## src/rtl/operand_slice_serializer.sv

```systemverilog
// Parallel-in, slice-serial-out operand unloader (LSB slice first); SERIALIZER_BACK_TO_BACK_EN enables gapless reload.
// Latency: first slice presented the cycle after the load edge; NUM_SLICES beats per operand.
// Backpressure: out_ready low holds the current slice; in_ready is state-derived (plus out_ready when back-to-back).
module operand_slice_serializer #(
    parameter int WIDTH       = 16,
    parameter int SLICE_WIDTH = 2,
    parameter int NUM_SLICES  = WIDTH / SLICE_WIDTH,
    parameter int IDX_W       = (NUM_SLICES > 2) ? $clog2(NUM_SLICES) : 1
) (
    input  logic                   clk,
    input  logic                   reset,
    input  logic                   in_valid,
    output logic                   in_ready,
    input  logic [WIDTH-1:0]       in_data,
    output logic                   out_valid,
    input  logic                   out_ready,
    output logic [SLICE_WIDTH-1:0] out_data,
    output logic [IDX_W-1:0]       out_index,
    output logic                   out_last
);

    localparam logic [IDX_W-1:0] LAST_IDX = IDX_W'(NUM_SLICES - 1);

    typedef enum logic {
        S_IDLE  = 1'b0,
        S_SHIFT = 1'b1
    } state_t;

    state_t           state_q;
    state_t           state_d;
    logic [WIDTH-1:0] shift_q;
    logic [IDX_W-1:0] idx_q;
    logic             at_last;
    logic             load;
    logic             beat;

    assign at_last = (idx_q == LAST_IDX);
    assign load    = in_valid && in_ready;
    assign beat    = out_valid && out_ready;

    always_ff @(posedge clk or posedge reset) begin
        if (reset) begin
            state_q <= S_IDLE;
        end else begin
            state_q <= state_d;
        end
    end

    always_comb begin
        state_d = state_q;
        case (state_q)
            S_IDLE: begin
                if (load) begin
                    state_d = S_SHIFT;
                end
            end
            S_SHIFT: begin
                // A load can only coincide with the final beat in back-to-back builds.
                if (beat && at_last) begin
                    state_d = load ? S_SHIFT : S_IDLE;
                end
            end
            default: state_d = S_IDLE;
        endcase
    end

    always_comb begin
        out_valid = (state_q == S_SHIFT);
        out_last  = out_valid && at_last;
`ifdef SERIALIZER_BACK_TO_BACK_EN
        in_ready  = (state_q == S_IDLE) || (out_last && out_ready);
`else
        in_ready  = (state_q == S_IDLE);
`endif
    end

    always_ff @(posedge clk or posedge reset) begin
        if (reset) begin
            shift_q <= '0;
            idx_q   <= '0;
        end else if (load) begin
            shift_q <= in_data;
            idx_q   <= '0;
        end else if (beat) begin
            // Index returns to 0 after the last slice so it never exceeds NUM_SLICES-1.
            shift_q <= shift_q >> SLICE_WIDTH;
            idx_q   <= at_last ? '0 : idx_q + 1'b1;
        end
    end

    assign out_data  = shift_q[SLICE_WIDTH-1:0];
    assign out_index = idx_q;

endmodule
```

## config.mk

```make
export PLATFORM = sky130hd
export DESIGN_NAME = operand_slice_serializer
export DESIGN_NICKNAME = d
export VERILOG_FILES = /design/src/rtl/operand_slice_serializer.sv
export SDC_FILE = /design/constraint.sdc
export NUM_CORES = 1
export LEC_CHECK = 0
export ABC_AREA = 1
export BUFFER_PORTS_ARGS = -buffer_cell sky130_fd_sc_hd__buf_2
export CAP_MARGIN = 5
export CORE_UTILIZATION = 47
export DETAILED_ROUTE_END_ITERATION = 6
export GPL_TIMING_DRIVEN = 1
export MAX_ROUTING_LAYER = met4
export PLACE_DENSITY_LB_ADDON = 0.25
export SLEW_MARGIN = 15
export SYNTH_ARGS = -nofsm -noshare
export SYNTH_HDL_FRONTEND = slang
export SYNTH_SLANG_ARGS = --single-unit
```

## constraint.sdc

```tcl
create_clock -name clk -period 2.8 [get_ports clk]
set_clock_uncertainty 0.15 [all_clocks]
set_input_delay 0.14 -clock clk [delete_from_list [all_inputs] [get_ports clk]]
set_output_delay 0.14 -clock clk [all_outputs]
set_load 0.005 [all_outputs]
```

==> impl_metrics.json <==
{
  "pwr-share-clk": 0.170,
  "drv_cap": 0,
  "clk_pin_slew_ps": 110,
  "portBuffers": 27,
  "nNetsFinal": 178,
  "clk_path_buf_depth": 2,
  "switchingPower_mw": 0.3560,
  "wl_per_cell_microns": 10.82,
  "relSlewSlack": 0.5043,
  "dp_hpwl_mm": 1.218,
  "reg2regPathDepth": 4,
  "yosys_warnings": 0,
  "netSwitchingFraction": 0.3567,
  "comb_power_share": 0.350,
  "netlist_area_sq_um": 952.2,
  "insertion_delay_ps": 300,
  "cp_slowest_cell": "dlygate4sd3_1",
  "drive_gt1_frac": 0.2129,
  "tightestPinTransition_ps": 742.7,
  "grt_pass1_wl_mm": 3.001,
  "num_antenna_cells": 0,
  "syn_area_per_cell_sq_um": 8.352,
  "dieArea_sq_um": 2210,
  "cp_max_fo": 20,
  "cp_top_family": "buffers and inverters",
  "critPathLaunchType": "input pin",
  "drt_pass1_iterations": 6,
  "post-cts-setup-buffer-count": 0,
  "crit_type": "in -> reg",
  "cts_resized": 0,
  "period_share": 0.6127,
  "netlist_top_cells_area": "dfrtp_1 (53%), nand3_1 (18%), nand2_1 (16%)",
  "vias_per_cell": 4.917,
  "r2r_end": "shift_q[10]",
  "endpoint_kind": "flop",
  "dr.first_iter.drc_count": 31,
  "drv_slew": 0,
  "vias": 885,
  "rsz0062_at_grt": "false",
  "rows": 15,
  "cts_buffers": 3,
  "p_leak_nw": 0.6828,
  "yosys.area.top_type": "dfrtp_1",
  "die_x_microns": 47.01,
  "ir_drop_mv": 0.4494,
  "setup_viol": 0,
  "pin_count": 28,
  "placed_cells": 158,
  "power_density_nw_per_um2": 785.9,
  "cts_sinks": 20,
  "place_congestion": 0.7400,
  "cts_tree": "built",
  "synth.distinct_cells": 13,
  "overflow": 0,
  "final_util": 0.6976,
  "layout.cells.non_filler": 180,
  "seq_area_frac_synth": 0.5256,
  "critical_path.max_stage_delay_ps": 540,
  "tns_ps": 0,
  "drc": 0,
  "syn_inst": 114,
  "fin_total_pwr_mw": 0.9980,
  "rrSetupSlack_ps": 1130,
  "synth.top_cell.area_share": 0.5256,
  "crit_top_cell": "nand2_1",
  "min_period_ps": 1716,
  "hold_buffers": 18,
  "critical_path.cell_chain": "dlygate4sd3_1 -> buf_2 -> nand2_1 -> inv_2 -> nand2_1 -> nand3_1",
  "start_util": 0.5230,
  "fmax_mhz": 582.9,
  "crit_buf_inv": 3,
  "antenna_left": 0,
  "antenna_found_initial": 0,
  "wl_mm": 1.948,
  "core_sq_um": 1821,
  "hold_start": "in_valid",
  "area_delta_synth_final_pct": 33.38,
  "hold_violations": 0,
  "holdPathStages": 5,
  "cts_htree_levels": 1,
  "grt_pass1_vias": 735,
  "p_int_mw": 0.6420,
  "startpoint": "out_ready",
  "track_usage": 0.2073,
  "die_h_microns": 47.01,
  "worstPathRequired_ps": 2840,
  "hp-class": "in -> reg",
  "holdPathEnd": "shift_q[15]",
  "cts_root_buffer": "clkbuf_4",
  "grt_max_degree": 21,
  "synth_nets": 136,
  "worstReg2RegStart": "out_valid",
  "outcome": "finished, final reports clean",
  "arrival_ps": 1760,
  "synth_seq_cells": 20,
  "sequentialPowerShare": 0.480
}
-- power groups by stage --
stage	Clock (mW)	Combinational (mW)	Sequential, mW
after floorplan	0	0.274	0.474
after CTS	0.174	0.356	0.480
after detailed placement	0	0.335	0.487
after global placement	0	0.327	0.480
after global routing	0.185	0.400	0.494
final	0.169	0.350	0.479
-- cell type report --
| type | instances | area (sq um) |
|---|---|---|
| fillers | 150 | 550.5 |
| flip-flops and latches | 20 | 500.5 |
| inverters | 6 | 22.52 |
| clock buffers | 4 | 36.28 |
| multi-input cells | 80 | 364.1 |
| well taps | 25 | 31.28 |
| repair buffers | 45 | 315.3 |
-- sequential cells by signal (all words and copies together) (netlist names) --
| register | count |
|---|---|
| out_valid | 1 |
| out_index | 3 |
| shift_q | 16 |
-- worst max-delay path by stage --
| stage | to | depth (start not counted) |
|---|---|---|
| after CTS | shift_q[9] | 6 |
| after global placement | shift_q[9] | 4 |
| after floorplan | out_index[0] | 5 |
| final | shift_q[10] | 6 |
| after global routing | shift_q[9] | 6 |
| after detailed placement | shift_q[9] | 4 |
-- cell usage after synthesis --
master    instances
buf_4             4
clkbuf_8          1
buf_2             2
nand2_1          40
nor2_2            1
ha_1              2
a21oi_1           1
buf_6             1
dfrtp_1          20
inv_1             5
nand3_1          34
nor2_1            2
inv_2             1
-- kinds of logic (layout without fill, tap and decap cells) --
logic type      Yosys count  count (layout)  synth area share
fa+ha+maj                 2               2           0.02628
simple gates             77              77            0.3509
flops                    20              20            0.5256
compound gates            1               1          0.005251
buf+inv                  14              55           0.09198
-- cell usage in the layout, fill, tap and decap left out, drive strengths merged --
cell	n
nand3	34
buf	27
inv	6
ha	2
nand2	40
clkbuf	4
a21oi	1
dfrtp	20
dlygate4sd3	18
nor2	3
-- worst reg2reg max path, delay by kind of cell (launching register included) --
| kind | cells | cell delay [ps] |
|---|---|---|
| buffers and inverters | 1 | 270 |
| flip-flops | 1 | 440 |
| AND/OR/NAND/NOR | 3 | 700 |
-- through the flow --
stage	setup slack [ps]	hold WS [ps]	cell area [sq um]
6_report	1084	132.3	1270
5_1_grt	981.0	167.4	1270
4_1_cts	1079	135.2	1270
3_5_place_dp	1136	163.7	1054
3_3_place_gp	1162	158.0	1054
2_1_floorplan	1575	-46.17	952.2
-- metal layers --
layer | global-route usage | routed length (microns) | part of all wire | up-vias
li1 | - | - | - | 449
met1 | 0.2266 | 859 | 0.44 | 406
met2 | 0.3528 | 989 | 0.51 | 24
met3 | 0.04615 | 71 | 0.036 | 6
met4 | 0.1029 | 28 | 0.014 | 0
met5 | - | 0 | 0 | -
(Power assumes the default switching activity.)
